<file path="src/rtl/tuple_sum_pkg.sv">
// Shared types and helpers for the pair-sum search over the tuple_sum ROM.
package tuple_sum_pkg;

    localparam int DEF_DATA_W = 8;
    localparam int DEF_ADDR_W = 8;

    // Search controller states; also exported on the bus for observation.
    typedef enum logic [2:0] {
        IDLE   = 3'd0,
        LOAD_I = 3'd1,
        SCAN_J = 3'd2,
        EMIT   = 3'd3,
        DONE   = 3'd4
    } state_t;

    // Sign-extend both two's-complement words by one bit before adding, so
    // the sum can never wrap (127 + 127 stays +254, not -2).
    function automatic logic [DEF_DATA_W:0] sext_add(
        input logic [DEF_DATA_W-1:0] a,
        input logic [DEF_DATA_W-1:0] b
    );
        return {a[DEF_DATA_W-1], a} + {b[DEF_DATA_W-1], b};
    endfunction

endpackage

</file>
<file path="src/rtl/pair_sum_finder_if.sv">
// Bus bundle between the pair-sum search engine (master) and its
// environment: control, ROM port, result port and status.
//
// Result handshake: res_valid/res_ready are strict valid/ready. A pair
// transfers on every rising edge where both are high. Once res_valid is
// raised, res_valid, res_i and res_j hold stable until that transfer;
// res_ready may toggle freely and is ignored while res_valid is low.
interface pair_sum_finder_if
    import tuple_sum_pkg::*;
#(
    parameter int ADDR_W = DEF_ADDR_W,
    parameter int DATA_W = DEF_DATA_W,
    parameter int CNT_W  = 16
);

    logic              start;
    logic [DATA_W-1:0] target;
    logic [ADDR_W-1:0] rom_addr;
    logic              rom_cs;
    logic [DATA_W-1:0] rom_dout;
    logic              res_valid;
    logic              res_ready;
    logic [ADDR_W-1:0] res_i;
    logic [ADDR_W-1:0] res_j;
    logic              busy;
    logic              done;
    logic [CNT_W-1:0]  pair_count;
    state_t            fsm_state;

    modport master (
        input  start, target, rom_dout, res_ready,
        output rom_addr, rom_cs, res_valid, res_i, res_j,
               busy, done, pair_count, fsm_state
    );

    modport slave (
        output start, target, rom_dout, res_ready,
        input  rom_addr, rom_cs, res_valid, res_i, res_j,
               busy, done, pair_count, fsm_state
    );

endinterface

</file>
<file path="src/rtl/pair_sum_finder_index_gen.sv">
// Nested i/j counter that walks every index pair i<j over N_ENTRIES words.
// Counters are one bit wider than the address so N_ENTRIES=256 terminal
// counts compare cleanly without wrapping.
module pair_index_gen #(
    parameter int N_ENTRIES = 8,
    parameter int ADDR_W    = 8
) (
    input  logic              clk,
    input  logic              rst_n,
    input  logic              clear,
    input  logic              load_j,
    input  logic              step,
    output logic [ADDR_W-1:0] i,
    output logic [ADDR_W-1:0] j,
    output logic              last_j,
    output logic              last_pair
);

    localparam int LAST_J_INT = (N_ENTRIES >= 1) ? N_ENTRIES - 1 : 0;
    localparam int LAST_I_INT = (N_ENTRIES >= 2) ? N_ENTRIES - 2 : 0;
    localparam logic [ADDR_W:0] LAST_J = LAST_J_INT[ADDR_W:0];
    localparam logic [ADDR_W:0] LAST_I = LAST_I_INT[ADDR_W:0];

    logic [ADDR_W:0] i_cnt;
    logic [ADDR_W:0] j_cnt;
    logic            last_i;

    assign last_j    = (j_cnt == LAST_J);
    assign last_i    = (i_cnt == LAST_I);
    assign last_pair = last_j && last_i;
    assign i         = i_cnt[ADDR_W-1:0];
    assign j         = j_cnt[ADDR_W-1:0];

    // clear restarts the walk, load_j begins a row at i+1, step advances
    // j within the row or moves i to the next row at the row end.
    always_ff @(posedge clk or negedge rst_n) begin
        if (!rst_n) begin
            i_cnt <= '0;
            j_cnt <= '0;
        end else if (clear) begin
            i_cnt <= '0;
            j_cnt <= '0;
        end else if (load_j) begin
            j_cnt <= i_cnt + (ADDR_W+1)'(1);
        end else if (step) begin
            if (!last_j) begin
                j_cnt <= j_cnt + (ADDR_W+1)'(1);
            end else if (!last_i) begin
                i_cnt <= i_cnt + (ADDR_W+1)'(1);
            end
        end
    end

endmodule

</file>
<file path="src/rtl/pair_sum_finder.sv">
// Pair-sum search engine: reads the first N_ENTRIES ROM words, finds every
// pair (i<j) whose signed sum equals the latched target, reports each pair
// over the result handshake and ends with a one-cycle done pulse.
module pair_sum_finder
    import tuple_sum_pkg::*;
#(
    parameter int N_ENTRIES = 8,
    parameter int ADDR_W    = DEF_ADDR_W,
    parameter int DATA_W    = DEF_DATA_W,
    parameter int CNT_W     = 16
) (
    input logic               clk,
    input logic               rst_n,
    pair_sum_finder_if.master bus
);

    localparam bit SHORT_RUN = (N_ENTRIES < 2);

    state_t            state;
    state_t            state_nxt;
    state_t            adv_state;

    logic [DATA_W-1:0] tgt_reg;
    logic [DATA_W-1:0] a_reg;
    logic              res_valid;
    logic [ADDR_W-1:0] res_i;
    logic [ADDR_W-1:0] res_j;
    logic [CNT_W-1:0]  pair_count;

    logic              idx_clear;
    logic              idx_load;
    logic              idx_step;
    logic [ADDR_W-1:0] idx_i;
    logic [ADDR_W-1:0] idx_j;
    logic              last_j;
    logic              last_pair;

    logic [DATA_W:0]   pair_sum;
    logic              match;
    logic              handshake;

    pair_index_gen #(
        .N_ENTRIES (N_ENTRIES),
        .ADDR_W    (ADDR_W)
    ) u_index_gen (
        .clk       (clk),
        .rst_n     (rst_n),
        .clear     (idx_clear),
        .load_j    (idx_load),
        .step      (idx_step),
        .i         (idx_i),
        .j         (idx_j),
        .last_j    (last_j),
        .last_pair (last_pair)
    );

    assign pair_sum  = sext_add(a_reg, bus.rom_dout);
    assign match     = (pair_sum == {tgt_reg[DATA_W-1], tgt_reg});
    assign handshake = res_valid && bus.res_ready;

    // Where the walk goes after a pair is finished (no match or emitted).
    always_comb begin
        adv_state = SCAN_J;
        if (last_j) begin
            adv_state = last_pair ? DONE : LOAD_I;
        end
    end

    // State register.
    always_ff @(posedge clk or negedge rst_n) begin
        if (!rst_n) begin
            state <= IDLE;
        end else begin
            state <= state_nxt;
        end
    end

    // Next-state, ROM port and index-counter controls.
    always_comb begin
        state_nxt    = state;
        idx_clear    = 1'b0;
        idx_load     = 1'b0;
        idx_step     = 1'b0;
        bus.rom_cs   = 1'b0;
        bus.rom_addr = '0;
        case (state)
            IDLE: begin
                if (bus.start) begin
                    idx_clear = 1'b1;
                    state_nxt = SHORT_RUN ? DONE : LOAD_I;
                end
            end
            LOAD_I: begin
                bus.rom_cs   = 1'b1;
                bus.rom_addr = idx_i;
                idx_load     = 1'b1;
                state_nxt    = SCAN_J;
            end
            SCAN_J: begin
                bus.rom_cs   = 1'b1;
                bus.rom_addr = idx_j;
                if (match) begin
                    state_nxt = EMIT;
                end else begin
                    idx_step  = 1'b1;
                    state_nxt = adv_state;
                end
            end
            EMIT: begin
                if (handshake) begin
                    idx_step  = 1'b1;
                    state_nxt = adv_state;
                end
            end
            DONE: begin
                state_nxt = IDLE;
            end
            default: begin
                state_nxt = IDLE;
            end
        endcase
    end

    // Datapath: target latch, row word, result registers and match count.
    always_ff @(posedge clk or negedge rst_n) begin
        if (!rst_n) begin
            tgt_reg    <= '0;
            a_reg      <= '0;
            res_valid  <= 1'b0;
            res_i      <= '0;
            res_j      <= '0;
            pair_count <= '0;
        end else begin
            case (state)
                IDLE: begin
                    if (bus.start) begin
                        tgt_reg    <= bus.target;
                        pair_count <= '0;
                    end
                end
                LOAD_I: begin
                    a_reg <= bus.rom_dout;
                end
                SCAN_J: begin
                    if (match) begin
                        res_i     <= idx_i;
                        res_j     <= idx_j;
                        res_valid <= 1'b1;
                        if (pair_count != {CNT_W{1'b1}}) begin
                            pair_count <= pair_count + CNT_W'(1);
                        end
                    end
                end
                EMIT: begin
                    if (handshake) begin
                        res_valid <= 1'b0;
                    end
                end
                default: begin
                end
            endcase
        end
    end

    assign bus.res_valid  = res_valid;
    assign bus.res_i      = res_i;
    assign bus.res_j      = res_j;
    assign bus.pair_count = pair_count;
    assign bus.busy       = (state != IDLE);
    assign bus.done       = (state == DONE);
    assign bus.fsm_state  = state;

endmodule

</file>
<file path="src/flat_wrapper.sv">
// flat-port wrapper written by rule: the top's interface ports become plain ports
module pair_sum_finder_flat import tuple_sum_pkg::*;
#(
    parameter int N_ENTRIES = 8,
    parameter int ADDR_W    = DEF_ADDR_W,
    parameter int DATA_W    = DEF_DATA_W,
    parameter int CNT_W     = 16
)
  (clk, rst_n, bus_start, bus_target, bus_rom_dout, bus_res_ready, bus_rom_addr, bus_rom_cs, bus_res_valid, bus_res_i, bus_res_j, bus_busy, bus_done, bus_pair_count, bus_fsm_state);
  pair_sum_finder_if #(.ADDR_W(ADDR_W), .DATA_W(DATA_W), .CNT_W(CNT_W)) bus_i ();
  input logic clk;
  input logic rst_n;
  input wire logic [$bits(bus_i.start)-1:0] bus_start;
  input wire logic [$bits(bus_i.target)-1:0] bus_target;
  input wire logic [$bits(bus_i.rom_dout)-1:0] bus_rom_dout;
  input wire logic [$bits(bus_i.res_ready)-1:0] bus_res_ready;
  output wire logic [$bits(bus_i.rom_addr)-1:0] bus_rom_addr;
  output wire logic [$bits(bus_i.rom_cs)-1:0] bus_rom_cs;
  output wire logic [$bits(bus_i.res_valid)-1:0] bus_res_valid;
  output wire logic [$bits(bus_i.res_i)-1:0] bus_res_i;
  output wire logic [$bits(bus_i.res_j)-1:0] bus_res_j;
  output wire logic [$bits(bus_i.busy)-1:0] bus_busy;
  output wire logic [$bits(bus_i.done)-1:0] bus_done;
  output wire logic [$bits(bus_i.pair_count)-1:0] bus_pair_count;
  output wire logic [$bits(bus_i.fsm_state)-1:0] bus_fsm_state;
  assign bus_i.start = bus_start;
  assign bus_i.target = bus_target;
  assign bus_i.rom_dout = bus_rom_dout;
  assign bus_i.res_ready = bus_res_ready;
  assign bus_rom_addr = bus_i.rom_addr;
  assign bus_rom_cs = bus_i.rom_cs;
  assign bus_res_valid = bus_i.res_valid;
  assign bus_res_i = bus_i.res_i;
  assign bus_res_j = bus_i.res_j;
  assign bus_busy = bus_i.busy;
  assign bus_done = bus_i.done;
  assign bus_pair_count = bus_i.pair_count;
  assign bus_fsm_state = bus_i.fsm_state;
  pair_sum_finder #(.N_ENTRIES(N_ENTRIES), .ADDR_W(ADDR_W), .DATA_W(DATA_W), .CNT_W(CNT_W)) u_core (.clk(clk), .rst_n(rst_n), .bus(bus_i));
endmodule
</file>
<file path="config.mk">
export PLATFORM = sky130hd
export DESIGN_NAME = pair_sum_finder_flat
export DESIGN_NICKNAME = d
export VERILOG_FILES = /design/src/rtl/tuple_sum_pkg.sv /design/src/rtl/pair_sum_finder_if.sv /design/src/rtl/pair_sum_finder_index_gen.sv /design/src/rtl/pair_sum_finder.sv /design/src/flat_wrapper.sv
export SDC_FILE = /design/constraint.sdc
export NUM_CORES = 1
export LEC_CHECK = 0
export BUFFER_PORTS_ARGS = -buffer_cell sky130_fd_sc_hd__clkbuf_2
export CORE_MARGIN = 10
export CORE_UTILIZATION = 45
export DETAILED_ROUTE_END_ITERATION = 8
export PLACE_DENSITY = 0.68
export SETUP_SLACK_MARGIN = 0.05
export SYNTH_ARGS = -nofsm -noshare
export SYNTH_HDL_FRONTEND = slang
export SYNTH_SLANG_ARGS = --single-unit
export TNS_END_PERCENT = 30
</file>
<file path="constraint.sdc">
create_clock -name clk -period 3 [get_ports clk]
set_input_delay 0.45 -clock clk [delete_from_list [all_inputs] [get_ports clk]]
set_output_delay 0.45 -clock clk [all_outputs]
set_load 0.05 [all_outputs]
</file>
==> flow_metrics.env, run 1 <==
export IMPL_drtAntennaViolNets=0
export IMPL_synth_top_area_frac=0.443
export IMPL_post_cts_buffers=0
export IMPL_postSynth_asyncResetShare=1.00
export IMPL_drv_cap=0
export IMPL_rows=34
export IMPL_grt_usage=0.160
export IMPL_drv_slew=0
export IMPL_mostFrequentLayoutCells="nand2_1, dfrtp_1, clkbuf_2"
export IMPL_finClkSkew_ns=0.0148
export IMPL_n_fill_cell=817
export IMPL_period_minus_slack_ns=2.96
export IMPL_pwr_density_cell_nw_per_um2=812
export IMPL_wirelength_um=10300
export IMPL_p_leak_nw=2.33
export IMPL_largest_register_ffs=16
export IMPL_synth_seq_area_share=0.443
export IMPL_gp_congestion=0.842
export IMPL_routed_via_density=5.63
export IMPL_yosys_top_cells_area="dfrtp_1, nand2_1, mux2_2"
export IMPL_arrival_ns=3.24
export IMPL_netlist_area_um2=3960
export IMPL_worst_skew_pair_late_latency_ns=0.35
export IMPL_port_buffers=66
export IMPL_cts_buffers=9
export IMPL_cp_depth=11
export IMPL_ys_ff_latch=70
export IMPL_peakVddDrop_mv=0.324
export IMPL_timing_rr_end="u_core.bus.pair_count[4]"
export IMPL_grt_pass1_wl_um=17000
export IMPL_ys_warn_count=0
export IMPL_wire_per_inst_um=16.9
export IMPL_stdcell_area_um2=4760
export IMPL_end_kind="flop"
export IMPL_start_util=0.458
export IMPL_status="finished clean"
export IMPL_first_iter_violations=209
export IMPL_timing_final_crit_share=0.987
export IMPL_synth_top_cell_by_area="dfrtp_1"
export IMPL_io_pins=67
export IMPL_grt_pass1_vias=3418
export IMPL_worstPathRequired_ns=3.28
export IMPL_hp_class="input port to asynchronous set/reset pin"
export IMPL_synth_distinct_cells=59
export IMPL_synth_nets=448
export IMPL_syn_avg_cell_area_um2=9.53
export IMPL_worst_path_max_delay_cell="or3_2"
export IMPL_post_route_util=0.551
export IMPL_grt_max_degree=39
export IMPL_layout_commonest_cell="nand2_1"
export IMPL_worstReg2RegStart="u_core.a_reg[0]"
export IMPL_dpl_cell_area_um2=4510
export IMPL_maxSlewHeadroom=0.486
export IMPL_layout_nets=531
export IMPL_crit_family="simple AND/OR/NAND/NOR gates"
export IMPL_h_tree_depth=3
export IMPL_die_area_um2=12900
export IMPL_synth_edf_count=0
export IMPL_top_regs="u_core.bus.pair_count: 16 flops, u_core.u_index_gen.i_cnt: 9 flops, u_core.u_index_gen.j_cnt: 9 flops"
export IMPL_antenna_found_initial=0
export IMPL_cts_root_buf="clkbuf_8"
export IMPL_via_count=3431
export IMPL_cts_reportedPaths_clkPinSlew_ns=0.08
export IMPL_n_antenna_cell=0
export IMPL_crit_fanout=10
export IMPL_dp_hpwl_um=7270
export IMPL_cp_num_buf_inv=1
export IMPL_finalHoldViolations=0
export IMPL_rsz0062_at_grt="yes"
export IMPL_max_freq_mhz=338
export IMPL_synthFlopType="dfrtp_1"
export IMPL_synth_cells=415
export IMPL_r2r_cells=11
export IMPL_worst_pin_slew_ns=0.772
export IMPL_cts_tree="done"
export IMPL_cts_buffer_depth=2
export IMPL_die_w_um=114
export IMPL_regMostFlops="u_core.bus.pair_count"
export IMPL_syn_to_final_growth_pct=20.2
export IMPL_path_class="flop to flop"
export IMPL_finalSetupViolCount=0
export IMPL_drive_gt1_frac=0.285
export IMPL_die_y_um=114
export IMPL_clock_sinks=70
export IMPL_critPathLaunchType="flop"
export IMPL_grt_overflow_total=0
export IMPL_final_setup_tns_ns=0
export IMPL_drtPass1Iterations=4
export IMPL_cpPeakStageDelay_ns=0.47
export IMPL_cp_cell_sequence="ha_2 -> fa_2 -> a211oi_4 -> nor3b_2 -> or3_1 -> a32oi_2 -> o211a_1 -> buf_12 -> o21ai_4 -> or3_2 -> a21oi_1"
export IMPL_rrSetupSlack_ns=0.04
export IMPL_drcViolationCount=0
export IMPL_core_area_um2=8640
synth_stat cells (all sizes together) (3+ instances only):
master / n
o21ai: 29
and3: 7
and2: 7
inv: 6
nor3: 4
xnor2: 10
nand2b: 7
xor2: 20
nand3: 15
o22ai: 5
a21o: 5
nand4: 6
mux2: 16
nand2: 76
a22o: 8
nor3b: 4
dfrtp: 70
clkbuf: 12
o211ai: 3
buf: 4
a21oi: 24
nor2: 23
or3: 10
o2111ai: 4
ha: 12
how the worst max path moves through the flow:
stage / slack [ns] / from / end
after floorplan: 0.04 / bus_rom_dout[0] / u_core.bus.pair_count[5]
after global placement: -0.12 / bus_rom_dout[0] / u_core.bus.pair_count[4]
after detailed placement: -0.16 / bus_rom_dout[0] / u_core.bus.pair_count[4]
after CTS: 0.05 / u_core.a_reg[0] / u_core.bus.pair_count[4]
after global routing: -0.11 / u_core.a_reg[0] / u_core.bus.pair_count[11]
final: 0.04 / u_core.a_reg[0] / u_core.bus.pair_count[4]
timing repair:
item	in CTS	in global routing
gates cloned	0	1
hold buffers	0	0
gates resized for setup	2	11
pin swaps	2	12
endpoints found under the setup margin	6	45
power by group:
group	switching [mW]	internal, mW	total, mW
clock network	0.352	0.359	0.711
logic	1.17	0.679	1.84
registers	0.187	1.12	1.31
cell type report:
class / instances / area, um2 / area share
flip-flops and latches: 70 / 1750 / 0.368
well taps: 108 / 135 / 0.0284
inverters: 6 / 22.5 / 0.00474
clock buffers: 13 / 169 / 0.0355
multi-input cells: 324 / 2150 / 0.451
clock inverters: 1 / 5.00 / 0.00105
repair buffers: 87 / 526 / 0.110
kinds of logic (layout without fill, tap and decap cells):
kind of cell | after synthesis | after routing | synth area share
and+or+nand+nor | 173 | 173 | 0.215
muxes | 17 | 17 | 0.0481
xor gates and xnor gates | 30 | 30 | 0.0664
AOI/OAI and AO/OA | 90 | 91 | 0.153
DFF | 70 | 70 | 0.443
buffers and inverters | 22 | 107 | 0.0313
adders and majority gates | 13 | 13 | 0.0430
metrics by stage:
stage,hold WS [ns],total power [mW],setup slack [ns],std cells
global placement,0.464,3.06,-0.118,594
finish,0.164,3.86,0.0404,609
detailed placement,0.476,3.10,-0.158,594
global route,0.235,4.13,-0.111,609
CTS,0.192,3.82,0.0538,608
floorplan,0.154,2.60,0.0398,415
per-layer routing:
layer	global-route usage	vias up	routed length, um	share of wire
li1	-	1643	-	-
met1	0.202	1704	4610	0.45
met2	0.257	74	4940	0.48
met3	0.0415	10	579	0.056
met4	0.0567	0	128	0.012
met5	0	-	0	0
worst register-to-register path: stages, from the launching register on:
cell,delay (ns)
dfrtp_1,0.39
ha_2,0.19
fa_2,0.37
a211oi_4,0.24
nor3b_2,0.08
or3_1,0.38
a32oi_2,0.19
o211a_1,0.22
buf_12,0.13
o21ai_4,0.09
or3_2,0.47
a21oi_1,0.15
No activity file was read; power rests on OpenSTA's default activity.
==> run 2: changes to the inputs <==
ABC_AREA = 1   (was unset)
ABC_CLOCK_PERIOD_IN_PS = 3000   (was unset)
PLACE_DENSITY = 0.67   (was 0.68)
==> flow_metrics.env, run 2 <==
export IMPL_synth_nets=614
export IMPL_path_class="flop to primary output"
export IMPL_port_buffers=66
export IMPL_power_frac_seq=0.315
export IMPL_synthFlopType="dfrtp_1"
export IMPL_arrival_ns=2.24
export IMPL_crit_family="buffers and inverters"
export IMPL_pwr_density_cell_nw_per_um2=842
export IMPL_totalPowerFinal_mw=4.15
export IMPL_postSynth_asyncResetShare=1.00
export IMPL_holdWs_ns=0.0980
export IMPL_finClkSkew_ns=0.00880
export IMPL_routed_via_density=5.11
export IMPL_die_area_um2=13800
export IMPL_crit_fanout=25
export IMPL_cp_cell_sequence="inv_1 -> nor3_2 -> buf_4 -> inv_1 -> o22ai_1 -> clkbuf_2"
export IMPL_pre_cts_ws_ns=0.331
export IMPL_drv_slew=0
export IMPL_die_y_um=117
export IMPL_synthTopCellsByCount="nand2_1, dfrtp_1, inv_1, nand3_1, o21ai_0"
export IMPL_antenna_found_initial=0
export IMPL_hp_class="input port to asynchronous set/reset pin"
export IMPL_final_setup_tns_ns=0
export IMPL_ys_warn_count=0
export IMPL_grt_max_degree=71
export IMPL_period_minus_slack_ns=2.69
export IMPL_synth_top_cell_by_area="dfrtp_1"
export IMPL_timing_final_crit_share=0.896
export IMPL_n_fill_cell=891
export IMPL_ys_ff_latch=70
export IMPL_gp_congestion=0.887
export IMPL_worst_skew_pair_late_latency_ns=0.35
export IMPL_rsz0062_at_grt="no"
export IMPL_worstPathRequired_ns=2.55
export IMPL_internal_power_mw=2.10
export IMPL_cts_reportedPaths_clkPinSlew_ns=0.07
export IMPL_crit_top_cell="inv_1"
export IMPL_first_iter_violations=290
export IMPL_start_util=0.463
export IMPL_grt_overflow_total=0
export IMPL_n_antenna_cell=0
export IMPL_cpPeakStageDelay_ns=0.48
export IMPL_synth_distinct_cells=40
export IMPL_top_regs="u_core.bus.pair_count: 16 flops, u_core.u_index_gen.i_cnt: 9 flops, u_core.u_index_gen.j_cnt: 9 flops"
export IMPL_synth_cells=581
export IMPL_wire_per_inst_um=14.2
export IMPL_via_count=3999
export IMPL_mostFrequentLayoutCells="nand2_1, dfrtp_1, clkbuf_2"
export IMPL_peakVddDrop_mv=0.397
export IMPL_switchingPower_mw=2.05
export IMPL_p_leak_nw=2.58
export IMPL_drtPass1Iterations=5
export IMPL_wirelength_um=11100
export IMPL_dp_hpwl_um=8350
export IMPL_synth_edf_count=0
export IMPL_largest_register_ffs=16
export IMPL_grt_pass1_wl_um=18900
export IMPL_netlist_area_um2=4280
export IMPL_io_pins=67
export IMPL_cts_root_buf="clkbuf_8"
export IMPL_postCtsHoldBufs=0
export IMPL_yosys_top_cells_area="dfrtp_1, nand2_1, inv_1"
export IMPL_cts_buffer_depth=2
export IMPL_regMostFlops="u_core.bus.pair_count"
export IMPL_syn_to_final_growth_pct=15.1
export IMPL_drive_gt1_frac=0.174
export IMPL_layout_nets=683
export IMPL_end_kind="primary output"
export IMPL_synth_most_common_cell="nand2_1"
export IMPL_rows=35
export IMPL_cts_buffers=9
export IMPL_synth_seq_area_share=0.410
export IMPL_maxSlewHeadroom=0.353
export IMPL_h_tree_depth=3
export IMPL_syn_avg_cell_area_um2=7.36
export IMPL_max_freq_mhz=372
export IMPL_finalSetupViolCount=0
export IMPL_worst_slack_ns=0.311
export IMPL_core_area_um2=9240
export IMPL_pwr_share_clk=0.169
export IMPL_drtAntennaViolNets=0
export IMPL_finalHoldViolations=0
export IMPL_die_w_um=117
export IMPL_post_route_util=0.533
export IMPL_status="finished clean"
export IMPL_grt_pass1_vias=3846
export IMPL_grt_usage=0.160
export IMPL_drv_cap=0
export IMPL_synth_top_area_frac=0.410
export IMPL_swShare=0.494
export IMPL_post_cts_buffers=0
export IMPL_cts_resized=0
export IMPL_cts_tree="done"
export IMPL_combPwrFrac=0.516
export IMPL_worst_path_max_delay_cell="dfrtp_1"
export IMPL_worst_pin_slew_ns=0.966
export IMPL_critPathLaunchType="flop"
export IMPL_drcViolationCount=0
export IMPL_layout_commonest_cell="nand2_1"
export IMPL_cp_num_buf_inv=4
export IMPL_clock_sinks=70
run 2: layout make-up:
| cell class | count | area (um2) | area share |
|---|---|---|---|
| clock inverters | 3 | 20.0 | 0.00407 |
| multi-input cells | 433 | 2210 | 0.448 |
| repair buffers | 72 | 388 | 0.0788 |
| well taps | 129 | 161 | 0.0328 |
| inverters | 64 | 240 | 0.0488 |
| flip-flops and latches | 70 | 1750 | 0.356 |
| clock buffers | 12 | 155 | 0.0315 |
run 2: logic make-up after synthesis:
logic type	Yosys count	synth area share
flops	70	0.410
buf+inv	78	0.0743
xor+xnor	22	0.0451
fa+ha+maj	13	0.0398
simple gates	330	0.344
compound gates	68	0.0875
run 2: path summary, 6_finish.rpt:
| kind | startpoint | slack, ns | to | depth (start not counted) |
|---|---|---|---|---|
| setup / recovery | u_core.bus.fsm_state[0] | 0.31 | bus_rom_addr[4] | 6 |
| hold / removal | rst_n | 0.1 | u_core.u_index_gen.j_cnt[3] | 2 |
| setup reg to reg | u_core.a_reg[0] | 0.47 | u_core.u_index_gen.j_cnt[4] | 16 |
| hold reg to reg | u_core.u_index_gen.i_cnt[4] | 0.48 | u_core.u_index_gen.i_cnt[4] | 2 |
| max in group asynchronous | rst_n | 2.57 | u_core.bus.res_i[1] | 2 |
| min in group clk | bus_target[5] | 0.29 | u_core.tgt_reg[5] | 3 |
run 2: stage by stage:
step                      cell area, um2  std cells
after floorplan                     4280        581
after CTS                           4920        783
final                               4920        783
after global routing                4920        783
after global placement              4750        768
after detailed placement            4750        768
run 2: metal layers:
metal	part of all wire	global-route usage	wire length, um
met1	0.46	0.213	5160
met2	0.46	0.250	5070
met3	0.064	0.0365	708
met4	0.016	0.0541	183
met5	0	0	0
run 2: power groups by stage:
stage               Sequential (mW)  Clock, mW  Combinational (mW)
floorplan                      1.42          0                1.55
global placement               1.31          0                2.09
detailed placement             1.32          0                2.13
CTS                            1.30      0.717                2.15
global route                   1.33      0.753                2.41
finish                         1.30      0.701                2.14
==> run 3: changes to the inputs <==
ABC_AREA = unset   (was 1)
CORE_UTILIZATION = 51   (was 45)
PLACE_DENSITY = 0.75   (was 0.67)
==> flow_metrics.env, run 3 (synthesis gave the netlist of run 1 again) <==
export IMPL_status="finished clean"
export IMPL_layout_commonest_cell="nand2_1"
export IMPL_finalHoldViolations=0
export IMPL_max_freq_mhz=335
export IMPL_swShare=0.450
export IMPL_critPathLaunchType="flop"
export IMPL_pwr_density_cell_nw_per_um2=804
export IMPL_worst_path_max_delay_cell="dfrtp_1"
export IMPL_cpPeakStageDelay_ns=0.39
export IMPL_drive_gt1_frac=0.305
export IMPL_n_fill_cell=651
export IMPL_grt_pass1_vias=3403
export IMPL_layout_nets=539
export IMPL_top_regs="u_core.bus.pair_count: 16 flops, u_core.u_index_gen.i_cnt: 9 flops, u_core.u_index_gen.j_cnt: 9 flops"
export IMPL_antenna_found_initial=0
export IMPL_worstPathRequired_ns=3.27
export IMPL_switchingPower_mw=1.75
export IMPL_grt_usage=0.173
export IMPL_finalSetupViolCount=0
export IMPL_clock_sinks=70
export IMPL_rsz0062_at_grt="yes"
export IMPL_drv_cap=0
export IMPL_timing_rr_end="u_core.bus.pair_count[9]"
export IMPL_crit_family="compound AO/OA/AOI/OAI gates"
export IMPL_die_y_um=108
export IMPL_regMostFlops="u_core.bus.pair_count"
export IMPL_grt_overflow_total=0
export IMPL_end_kind="flop"
export IMPL_crit_fanout=8
export IMPL_gp_congestion=0.865
export IMPL_cts_reportedPaths_clkPinSlew_ns=0.08
export IMPL_wire_per_inst_um=16.8
export IMPL_rrSetupSlack_ns=0.02
export IMPL_n_antenna_cell=0
export IMPL_drcViolationCount=0
export IMPL_via_count=3493
export IMPL_first_iter_violations=167
export IMPL_dp_cells=591
export IMPL_timing_final_crit_share=0.994
export IMPL_pwr_share_clk=0.176
export IMPL_stdcell_count=613
export IMPL_drtAntennaViolNets=0
export IMPL_period_minus_slack_ns=2.98
export IMPL_cp_num_buf_inv=2
export IMPL_worst_pin_slew_ns=0.769
export IMPL_cts_tree="done"
export IMPL_hp_class="input port to asynchronous set/reset pin"
export IMPL_cts_buffers=9
export IMPL_io_pins=67
export IMPL_worstReg2RegStart="u_core.a_reg[0]"
export IMPL_drv_slew=0
export IMPL_peakVddDrop_mv=0.462
export IMPL_grt_pass1_wl_um=16400
export IMPL_dpl_cell_area_um2=4520
export IMPL_cp_cell_sequence="ha_2 -> fa_2 -> a211oi_4 -> buf_4 -> nor2_1 -> o211ai_1 -> o2111a_1 -> o211a_1 -> buf_12 -> o2111ai_4 -> or3_1 -> a21oi_1"
export IMPL_largest_register_ffs=16
export IMPL_h_tree_depth=3
export IMPL_core_area_um2=7650
export IMPL_worst_skew_pair_late_latency_ns=0.35
export IMPL_drtPass1Iterations=4
export IMPL_arrival_ns=3.25
export IMPL_port_buffers=66
export IMPL_dp_hpwl_um=7300
export IMPL_die_w_um=108
export IMPL_holdWs_ns=0.109
export IMPL_stdcell_area_um2=4820
export IMPL_maxSlewHeadroom=0.484
export IMPL_start_util=0.517
export IMPL_grt_max_degree=42
export IMPL_cts_buffer_depth=2
export IMPL_rows=32
export IMPL_wirelength_um=10300
export IMPL_routed_via_density=5.70
export IMPL_internal_power_mw=2.13
export IMPL_syn_to_final_growth_pct=21.9
export IMPL_cts_root_buf="clkbuf_8"
export IMPL_power_frac_seq=0.337
export IMPL_path_class="flop to flop"
export IMPL_combPwrFrac=0.486
export IMPL_finClkSkew_ns=0.00922
export IMPL_r2r_cells=12
export IMPL_mostFrequentLayoutCells="nand2_1, dfrtp_1, clkbuf_2"
export IMPL_die_area_um2=11700
export IMPL_p_leak_nw=2.37
-- run 3: cell types whose count changed in the layout (fill, tap and decap cells not counted), moves of 11 or more --
cell	before	now
nand2_1	214	73
or2_2	12	1
buf_4	5	24
nand3_1	37	15
inv_1	62	6
mux2_2	0	16
a21oi_1	7	20
o21ai_0	37	25
-- run 3: worst max-delay path by stage --
stage / slack, ns / startpoint / end / depth (start not counted)
detailed placement: -0.16 / bus_rom_dout[0] / u_core.bus.pair_count[6] / 12
global route: -0.04 / u_core.a_reg[0] / u_core.bus.pair_count[9] / 11
finish: 0.02 / u_core.a_reg[0] / u_core.bus.pair_count[9] / 12
global placement: -0.11 / bus_rom_dout[0] / u_core.bus.pair_count[4] / 12
CTS: 0.05 / u_core.a_reg[0] / u_core.bus.pair_count[4] / 11
floorplan: 0.04 / bus_rom_dout[0] / u_core.bus.pair_count[5] / 12
-- run 3: power groups by stage --
stage,Clock (mW),Sequential (mW),Combinational [mW]
floorplan,0,1.39,1.22
finish,0.684,1.31,1.88
detailed placement,0,1.32,1.78
global placement,0,1.31,1.73
global route,0.741,1.33,2.06
CTS,0.694,1.30,1.80
-- run 3: cell type report --
type	count	area (um2)	share of cell area
clock buffers	12	145	0.0301
clock inverters	4	22.5	0.00467
inverters	6	22.5	0.00467
multi-input cells	324	2170	0.449
flip-flops and latches	70	1750	0.363
well taps	102	128	0.0265
repair buffers	95	584	0.121
-- run 3: metrics by stage --
| step | setup slack, ns | total power, mW | util | TNS, ns |
|---|---|---|---|---|
| floorplan | 0.0398 | 2.60 | - | 0 |
| global placement | -0.108 | 3.04 | 0.591 | -1.39 |
| detailed placement | -0.164 | 3.10 | 0.591 | -3.24 |
| CTS | 0.0522 | 3.79 | 0.613 | 0 |
| global route | -0.0404 | 4.14 | 0.630 | -0.277 |
| finish | 0.0179 | 3.88 | 0.630 | 0 |
-- run 3: repair_timing --
item,in CTS,in global routing
setup buffers,0,4
cloned,0,2
gates resized for setup,2,22
setup endpoints to repair,8,44
hold buffers,0,0
pin swaps,3,5
-- run 3: routing by layer --
metal | up-vias | wire [um] | track usage
met4 | 0 | 97 | 0.0515
met3 | 12 | 732 | 0.0535
met1 | 1706 | 4430 | 0.216
met2 | 122 | 5050 | 0.281
li1 | 1653 | - | -
met5 | - | 0 | 0
